[config.mk]
export PLATFORM = sky130hd
export DESIGN_NAME = alu_seq_hs_flat
export DESIGN_NICKNAME = d
export VERILOG_FILES = /design/src/rtl/alu_seq_hs_if.sv /design/src/rtl/alu_seq_hs.sv /design/src/flat_wrapper.sv
export SDC_FILE = /design/constraint.sdc
export NUM_CORES = 1
export LEC_CHECK = 0
export CAP_MARGIN = 20
export CORE_MARGIN = 2
export CORE_UTILIZATION = 35
export DETAILED_ROUTE_END_ITERATION = 16
export HOLD_SLACK_MARGIN = 0.12
export PLACE_DENSITY = 0.53
export REMOVE_ABC_BUFFERS = 1
export SYNTH_ARGS = -nofsm -noshare
export SYNTH_HDL_FRONTEND = slang
export SYNTH_SLANG_ARGS = --single-unit
[constraint.sdc]
create_clock -name clk -period 4.2 [get_ports clk]
set_input_delay 1.05 -clock clk [delete_from_list [all_inputs] [get_ports clk]]
set_output_delay 1.05 -clock clk [all_outputs]
set_load 0.05 [all_outputs]
[src/rtl/alu_seq_hs_if.sv]
// Operand/result handshake bundle for alu_seq_hs. The slave side is the ALU.
// The master side is the operand source and result consumer.
interface alu_seq_hs_if #(
    parameter int WIDTH = 8
);
    logic             in_valid;
    logic             in_ready;
    logic [2:0]       op;
    logic [WIDTH-1:0] a;
    logic [WIDTH-1:0] b;
    logic             out_valid;
    logic             out_ready;
    logic [WIDTH-1:0] result;
    logic [WIDTH-1:0] result_hi;
    logic             flag_z;
    logic             flag_c;
    logic             flag_v;
    logic             flag_n;

    modport slave (
        input  in_valid, op, a, b, out_ready,
        output in_ready, out_valid, result, result_hi,
        output flag_z, flag_c, flag_v, flag_n
    );

    modport master (
        output in_valid, op, a, b, out_ready,
        input  in_ready, out_valid, result, result_hi,
        input  flag_z, flag_c, flag_v, flag_n
    );
endinterface

[src/rtl/alu_seq_hs.sv]
// Registered WIDTH-bit ALU with flags and a 1 bit/cycle shift-add MUL; latency is 1 cycle, or WIDTH+1 for MUL.
// in_ready is high only in IDLE. A result is held stable until out_ready, so the peak rate is one op per two cycles.
module alu_seq_hs #(
    parameter int WIDTH = 8
) (
    input  logic         clk,
    input  logic         rst,
    alu_seq_hs_if.slave  i_bus
);
    localparam int SHW = $clog2(WIDTH);
    localparam int CW  = $clog2(WIDTH + 1);
    localparam logic [CW-1:0] LAST_STEP = CW'(WIDTH - 1);

    localparam logic [2:0] OP_ADD = 3'd0;
    localparam logic [2:0] OP_SUB = 3'd1;
    localparam logic [2:0] OP_AND = 3'd2;
    localparam logic [2:0] OP_OR  = 3'd3;
    localparam logic [2:0] OP_XOR = 3'd4;
    localparam logic [2:0] OP_SHL = 3'd5;
    localparam logic [2:0] OP_SHR = 3'd6;
    localparam logic [2:0] OP_MUL = 3'd7;

    typedef enum logic [1:0] {S_IDLE, S_MUL, S_DONE} state_t;

    state_t           r_state;
    logic             r_in_ready;
    logic             r_out_valid;
    logic [WIDTH-1:0] r_result;
    logic [WIDTH-1:0] r_result_hi;
    logic             r_z, r_c, r_v, r_n;
    logic [WIDTH-1:0] r_mcand;
    logic [WIDTH-1:0] r_acc_hi;
    logic [WIDTH-1:0] r_acc_lo;
    logic [CW-1:0]    r_cnt;

    logic [WIDTH:0]     w_add;
    logic [WIDTH:0]     w_sub;
    logic [SHW-1:0]     w_amt;
    logic [2*WIDTH-1:0] w_shl;
    logic [2*WIDTH-1:0] w_shr;
    logic [WIDTH-1:0]   w_res;
    logic               w_c;
    logic               w_v;
    logic [WIDTH:0]     w_psum;
    logic [WIDTH-1:0]   w_hi_nx;
    logic [WIDTH-1:0]   w_lo_nx;

    assign w_add = {1'b0, i_bus.a} + {1'b0, i_bus.b};
    assign w_sub = {1'b0, i_bus.a} - {1'b0, i_bus.b};
    assign w_amt = i_bus.b[SHW-1:0];
    // Widened shifts: the bit adjacent to the kept half is the last one shifted out.
    assign w_shl = {{WIDTH{1'b0}}, i_bus.a} << w_amt;
    assign w_shr = {i_bus.a, {WIDTH{1'b0}}} >> w_amt;

    always_comb begin
        w_res = '0;
        w_c   = 1'b0;
        w_v   = 1'b0;
        case (i_bus.op)
            OP_ADD: begin
                w_res = w_add[WIDTH-1:0];
                w_c   = w_add[WIDTH];
                w_v   = (i_bus.a[WIDTH-1] == i_bus.b[WIDTH-1]) &&
                        (w_add[WIDTH-1] != i_bus.a[WIDTH-1]);
            end
            OP_SUB: begin
                w_res = w_sub[WIDTH-1:0];
                w_c   = w_sub[WIDTH];
                w_v   = (i_bus.a[WIDTH-1] != i_bus.b[WIDTH-1]) &&
                        (w_sub[WIDTH-1] != i_bus.a[WIDTH-1]);
            end
            OP_AND: w_res = i_bus.a & i_bus.b;
            OP_OR:  w_res = i_bus.a | i_bus.b;
            OP_XOR: w_res = i_bus.a ^ i_bus.b;
            OP_SHL: begin
                w_res = w_shl[WIDTH-1:0];
                w_c   = w_shl[WIDTH];
            end
            OP_SHR: begin
                w_res = w_shr[2*WIDTH-1:WIDTH];
                w_c   = w_shr[WIDTH-1];
            end
            default: ;
        endcase
    end

    // One shift-add step: conditionally add the multiplicand, then shift the accumulator right.
    assign w_psum  = {1'b0, r_acc_hi} + (r_acc_lo[0] ? {1'b0, r_mcand} : '0);
    assign w_hi_nx = w_psum[WIDTH:1];
    assign w_lo_nx = {w_psum[0], r_acc_lo[WIDTH-1:1]};

    always_ff @(posedge clk or posedge rst) begin
        if (rst) begin
            r_state     <= S_IDLE;
            r_in_ready  <= 1'b1;
            r_out_valid <= 1'b0;
            r_result    <= '0;
            r_result_hi <= '0;
            r_z         <= 1'b0;
            r_c         <= 1'b0;
            r_v         <= 1'b0;
            r_n         <= 1'b0;
            r_mcand     <= '0;
            r_acc_hi    <= '0;
            r_acc_lo    <= '0;
            r_cnt       <= '0;
        end else begin
            case (r_state)
                S_IDLE: begin
                    if (i_bus.in_valid && r_in_ready) begin
                        r_in_ready <= 1'b0;
                        if (i_bus.op == OP_MUL) begin
                            r_mcand  <= i_bus.a;
                            r_acc_hi <= '0;
                            r_acc_lo <= i_bus.b;
                            r_cnt    <= '0;
                            r_state  <= S_MUL;
                        end else begin
                            r_result    <= w_res;
                            r_result_hi <= '0;
                            r_z         <= (w_res == '0);
                            r_c         <= w_c;
                            r_v         <= w_v;
                            r_n         <= w_res[WIDTH-1];
                            r_out_valid <= 1'b1;
                            r_state     <= S_DONE;
                        end
                    end
                end
                S_MUL: begin
                    r_acc_hi <= w_hi_nx;
                    r_acc_lo <= w_lo_nx;
                    r_cnt    <= r_cnt + CW'(1);
                    if (r_cnt == LAST_STEP) begin
                        r_result    <= w_lo_nx;
                        r_result_hi <= w_hi_nx;
                        r_z         <= ({w_hi_nx, w_lo_nx} == '0);
                        r_c         <= |w_hi_nx;
                        r_v         <= 1'b0;
                        r_n         <= w_hi_nx[WIDTH-1];
                        r_out_valid <= 1'b1;
                        r_state     <= S_DONE;
                    end
                end
                S_DONE: begin
                    if (i_bus.out_ready) begin
                        r_out_valid <= 1'b0;
                        r_in_ready  <= 1'b1;
                        r_state     <= S_IDLE;
                    end
                end
                default: r_state <= S_IDLE;
            endcase
        end
    end

    assign i_bus.in_ready  = r_in_ready;
    assign i_bus.out_valid = r_out_valid;
    assign i_bus.result    = r_result;
    assign i_bus.result_hi = r_result_hi;
    assign i_bus.flag_z    = r_z;
    assign i_bus.flag_c    = r_c;
    assign i_bus.flag_v    = r_v;
    assign i_bus.flag_n    = r_n;
endmodule

[src/flat_wrapper.sv]
// flat-port wrapper written by rule: the top's interface ports become plain ports
module alu_seq_hs_flat 
#(
    parameter int WIDTH = 8
)
  (clk, rst, i_bus_in_valid, i_bus_op, i_bus_a, i_bus_b, i_bus_out_ready, i_bus_in_ready, i_bus_out_valid, i_bus_result, i_bus_result_hi, i_bus_flag_z, i_bus_flag_c, i_bus_flag_v, i_bus_flag_n);
  alu_seq_hs_if #(.WIDTH(WIDTH)) i_bus_i ();
  input  logic clk;
  input  logic rst;
  input wire logic [$bits(i_bus_i.in_valid)-1:0] i_bus_in_valid;
  input wire logic [$bits(i_bus_i.op)-1:0] i_bus_op;
  input wire logic [$bits(i_bus_i.a)-1:0] i_bus_a;
  input wire logic [$bits(i_bus_i.b)-1:0] i_bus_b;
  input wire logic [$bits(i_bus_i.out_ready)-1:0] i_bus_out_ready;
  output wire logic [$bits(i_bus_i.in_ready)-1:0] i_bus_in_ready;
  output wire logic [$bits(i_bus_i.out_valid)-1:0] i_bus_out_valid;
  output wire logic [$bits(i_bus_i.result)-1:0] i_bus_result;
  output wire logic [$bits(i_bus_i.result_hi)-1:0] i_bus_result_hi;
  output wire logic [$bits(i_bus_i.flag_z)-1:0] i_bus_flag_z;
  output wire logic [$bits(i_bus_i.flag_c)-1:0] i_bus_flag_c;
  output wire logic [$bits(i_bus_i.flag_v)-1:0] i_bus_flag_v;
  output wire logic [$bits(i_bus_i.flag_n)-1:0] i_bus_flag_n;
  assign i_bus_i.in_valid = i_bus_in_valid;
  assign i_bus_i.op = i_bus_op;
  assign i_bus_i.a = i_bus_a;
  assign i_bus_i.b = i_bus_b;
  assign i_bus_i.out_ready = i_bus_out_ready;
  assign i_bus_in_ready = i_bus_i.in_ready;
  assign i_bus_out_valid = i_bus_i.out_valid;
  assign i_bus_result = i_bus_i.result;
  assign i_bus_result_hi = i_bus_i.result_hi;
  assign i_bus_flag_z = i_bus_i.flag_z;
  assign i_bus_flag_c = i_bus_i.flag_c;
  assign i_bus_flag_v = i_bus_i.flag_v;
  assign i_bus_flag_n = i_bus_i.flag_n;
  alu_seq_hs #(.WIDTH(WIDTH)) u_core (.clk(clk), .rst(rst), .i_bus(i_bus_i));
endmodule
## Word level (Yosys, flattened, before mapping)

Cells that the tools add are included.

- Add/subtract/negate cells: 4
- Equal/unequal tests: 19
- Shift operators: 2
- Muxes and demuxes: 50
- Bitwise logic cells: 3
- Reductions and logical operators: 17

Operators by type and width:

| operator | count |
|---|---|
| two-way mux 8 bit | 11 |
| case mux 8 bit (2 select lines) | 4 |
| case mux 8 bit (7 select lines) | 1 |
| two-way mux 1 bit | 18 |
| zero test 16 bit | 1 |
| right shift 16 x 3 -> 16 bit | 1 |
| equality test 3 bit (second input constant) | 4 |
| case mux 1 bit (2 select lines) | 6 |
| AND reduction 3 bit | 4 |
| adder 8 x 8 -> 9 bit | 1 |
| adder 8 x 9 -> 9 bit | 1 |
| left shift 8 x 3 -> 9 bit | 1 |
| subtractor 8 x 8 -> 9 bit | 1 |
| bitwise AND 8 bit | 1 |
| zero test 8 bit | 1 |
| two-way mux 2 bit | 4 |
| two-way mux 4 bit | 2 |
| OR 8 bit | 1 |
| case mux 4 bit (2 select lines) | 1 |
| OR reduction 8 bit | 1 |
| bitwise XOR 8 bit | 1 |
| equality test 3 x 2 -> 1 bit (second input constant) | 2 |
| inequality test 2 x 1 -> 1 bit (second input constant) | 3 |
| case mux 2 bit (3 select lines) | 1 |
| 17 further kinds | 23 |

- Bits in registers: 52
- Logic and storage cells: 108

## Logic depth before layout (Yosys ltp)

- Depth after elaboration: 7
- Gate-level depth with buffers: 12

## Worst setup path after synthesis

Ideal clock, no wire load.

- Kind: input to register
- Start point: input i_bus_a[0]
- End point: register u_core.r_z, in the netlist u_core.i_bus.flag_z
- Data arrival time: 3002 ps
- Required time: 4136 ps
- Path slack: 1134 ps
- Stages on the path: 10
- Path buffers: 0
- Path through: inv_1 ha_1 fa_1 or2_4 a211oi_1 or4_1 a311oi_1 a2111oi_1 and4bb_1 a21o_1

- Longest elaborated chain between the ends: 6
- Elaborated cells between the ends (all ways): 12

Ends and longest elaborated chain:

| item | line | text |
|---|---|---|
| start: declaration | flat_wrapper.sv:12 | `input wire logic [$bits(i_bus_i.a)-1:0] i_bus_a;` |
| subtractor 8 x 8 -> 9 bit, or another cell as far along | alu_seq_hs.sv:49 | `assign w_sub = {1'b0, i_bus.a} - {1'b0, i_bus.b};` |
| case mux 8 bit (7 select lines) * | alu_seq_hs.sv:59 | `case (i_bus.op)` |
| zero test 8 bit * | alu_seq_hs.sv:121 | `r_z <= (w_res == '0);` |
| two-way mux 1 bit * | alu_seq_hs.sv:112 | `if (i_bus.op == OP_MUL) begin` |
| two-way mux 1 bit * | alu_seq_hs.sv:110 | `if (i_bus.in_valid && r_in_ready) begin` |
| case mux 1 bit (2 select lines) * | alu_seq_hs.sv:108 | `case (r_state)` |
| end signal: assignment | alu_seq_hs.sv:121 |  |
| end signal: assignment | alu_seq_hs.sv:137 | `r_z <= ({w_hi_nx, w_lo_nx} == '0);` |
| end: declaration | alu_seq_hs.sv:30 | `logic r_z, r_c, r_v, r_n;` |

Every way passes the cells marked *; elsewhere a longest branch is shown, timed or not. The select of a mux whose other input is x is not followed.
A chain may end at the register's enable or synchronous reset.

## Worst setup path in the final report

Same ends and word-level chain as after synthesis.

==> flow_summary_export.csv <==
group,metric,value,unit
timing,hold_viol,0,
worst_setup_path,cp-end-kind,"register",
clock_network,cts_setup_buffers,0,
outcome,status,"completed",
timing,slew-limit-headroom,32.9,%
clock_network,cts_root_buf,"clkbuf_16",
worst_setup_path,r2r_start,"u_core.r_acc_lo[0]",
worst_setup_path,critPathTopFamily,"compound AO/OA/AOI/OAI gates",
drt,drtAntennaViolNets,0,
timing,period_share,87.2,%
drt,totalWireLength,12.8,mm
job,cap_violations,0,
final_layout,drive_above_1_share,13.6,%
yosys,netlist.area_leader.share,28.8,%
worst_setup_path,required,4440,ps
clock_network,cts.sinks,52,
worst_setup_path,critPathKind,"in2reg",
global_route,grt_use_total,19.7,%
drt,drt_iter0_markers,260,
timing,setup_ws,536,ps
timing,grt_setup_unrepaired,"false",
yosys,synthAdderAreaFrac,10.9,%
worst_setup_path,r2r_end,"u_core.i_bus.flag_z",
floorplanning,die_w,117,um
floorplanning,fp.dieH,117,um
yosys,yosysWarnings,0,
global_route,grt.overflow.total,0,
clock_network,path_clk_slew,70,ps
floorplanning,rows,41,
placed_design,dp_hpwl,10.1,mm
final_layout,n_antenna_cell,0,
placed_design,io_buffers,44,
clock_network,insertion_delay,290,ps
clock_network,h-tree-depth,2,
global_route,grt_max_degree,40,
clock_network,post_cts.resized_instances,0,
yosys,ys_ff_latch,52,
final_layout,stdcell_count,732,
pwr,vdd_ir_drop_max,0.209,mV
yosys,synth_flop_cell,"dfrtp_1",
timing,slew_viol_final,0,
worst_hold_path,hold-path-endpoint,"u_core.i_bus.result[1]",
worst_setup_path,crit_arrival,3900,ps
placed_design,post-place-cells,724,
worst_setup_path,r2r_slack,1390,ps
yosys,netlist_top_cells_area,"dfrtp_1, ha_1, nand2_1",
timing,finalSetupViolations,0,
drt,drc,0,
worst_hold_path,min_path_cells,1,
floorplanning,core-area,12500,um2
placed_design,post-place-ws,241,ps
yosys,synth_area_leader_cell,"dfrtp_1",
timing,fmax,273,MHz
floorplanning,die-area,13600,um2
worst_hold_path,hold_class,"reg2reg",
clock_network,numCtsBuffers,5,
worst_setup_path,r2r_cells,12,
timing,fin_crit,3660,ps
yosys,synth_compound_area_share,22.7,%
pwr,cellLeakagePower,2.38,nW
final_layout,post-route-util,43.0,%
worst_setup_path,slowest_stage,"clkdlybuf4s50_1",
final_layout,area.growth.synth_to_final,21.2,%
worst_setup_path,path_cells,"clkdlybuf4s50_1, inv_1, ha_1, fa_1, or2_4, a211oi_1, or4_1, a311oi_1, a2111oi_1, buf_4, and4bb_1, a21o_1",
worst_setup_path,crit_path_start_kind,"primary input",
yosys,synth_edf_count,0,
worst_setup_path,startpoint,"i_bus_a[0]",
yosys,synth_cell_type_count,81,
worst_setup_path,cp.depth,12,
floorplanning,io_pins,45,
worst_setup_path,cp_num_buf_inv,3,
yosys,synth-xor-area-share,2.17,%
timing,clock-skew-final,7.00,ps
global_route,grt_first_pass_wirelength,20.9,mm
yosys,mappedNetlistArea,4440,um2
yosys,synth_area_per_cell,8.78,um2
pwr,cellPowerDensity,561,nW/um2
drt,vias,3906,
clock_network,clockBufferDepth,2,
drt,drt_first_pass_iters,4,
drt,vias_per_cell,5.34,
worst_setup_path,slowest_delay,500,ps
timing,tns,0,ps
yosys,synth_cells,505,
final_layout,final_common_cell,"nand2_1",
yosys,synthMuxAreaShare,9.20,%
timing,worst_pin_slew,1000,ps
worst_hold_path,worstHoldStart,"u_core.i_bus.result[1]",
global_route,antenna_found_initial,0,
clock_network,ctsHoldBuffers,0,
placed_design,place_congestion,0.887,
final_layout,final_cell_mix,"nand2_1, dfrtp_1, clkdlybuf4s50_1",
global_route,grt_pass1_vias,3940,
yosys,ys_seq_area_share,29.4,%
yosys,synthSimpleGateAreaFrac,19.6,%
drt,wire_per_inst,17.5,um
yosys,synth-async-reset-ratio,100,%
pwr,power,3.02,mW
clock_network,cts_tree,"yes",
floorplanning,start_util,35.4,%
final_layout,nNetsFinal,619,
yosys,synth_top_family_by_area,"compound AO/OA/AOI/OAI gates",
worst_setup_path,crit_fanout,3,
## synth_stat cells, types with 12 or more instances
cell and instances:
nand2_1 53, dfrtp_1 51, nor2_1 38, ha_1 34, o21ai_0 32, inv_1 25, a21oi_1 22, mux2i_1 19
nor3_1 15, clkbuf_1 12, mux2_2 12
## worst max path at each step
stage                                         to
after global routing         u_core.i_bus.flag_z
after floorplan           u_core.i_bus.result[6]
after detailed placement     u_core.i_bus.flag_z
final                        u_core.i_bus.flag_z
after global placement       u_core.i_bus.flag_z
after CTS                    u_core.i_bus.flag_z
## registers in the layout, indices dropped and copies added, names as in the netlist
name,flops
u_core.i_bus.flag_n,1
u_core.i_bus.out_valid,1
u_core.i_bus.result,8
u_core.i_bus.result_hi,8
u_core.r_state,2
u_core.i_bus.flag_z,1
u_core.r_cnt,4
u_core.r_mcand,8
u_core.r_acc_hi,8
u_core.i_bus.in_ready,1
u_core.i_bus.flag_v,1
u_core.i_bus.flag_c,1
u_core.r_acc_lo,8
## power breakdown
group / internal (mW) / switching, mW / total [mW]
clock: 0.314 / 0.180 / 0.494
combinational: 0.639 / 1.01 / 1.64
sequential: 0.716 / 0.163 / 0.879
total: 1.67 / 1.35 / 3.02
## logic make-up (layout without fill, tap and decap cells)
group,after synthesis,count (layout)
simple gates,166,166
xor+xnor,11,11
buf+inv,56,111
mux,36,36
fa+ha+maj,37,37
flops,52,52
compound gates,147,147
## per-stage QoR
step,hold slack [ps],area (um2)
after floorplan,450,4270
after global placement,459,5170
after detailed placement,466,5190
after CTS,481,5380
after global routing,505,5380
final,473,5380
## worst register-to-register path, stage by stage, from the launching register on
cell and delay (ps):
dfrtp_1 460, and2_1 200, ha_1 220, inv_1 90, fa_1 210, nor2b_1 70
o31a_1 270, o31a_1 270, o21a_1 190, nor2_2 150, nand4_1 210, o31ai_1 310
a21o_1 110
## routing by layer
layer,part of all wire [%],track usage (%),vias up
li1,-,-,1928
met1,46,26.2,1864
met2,48,33.4,98
met3,4.5,2.34,16
met4,2.0,6.59,0
met5,0,0,-
## cell type report
cell class / instances / area, um2
Tap cell: 172 / 215
Multi-Input combinational cell: 397 / 2870
Clock buffer: 7 / 153
Clock inverter: 1 / 30.0
Inverter: 26 / 97.6
Fill cell: 1283 / 7140
Sequential cell: 52 / 1300
Timing Repair Buffer: 77 / 713
(Power assumes the default switching activity.)
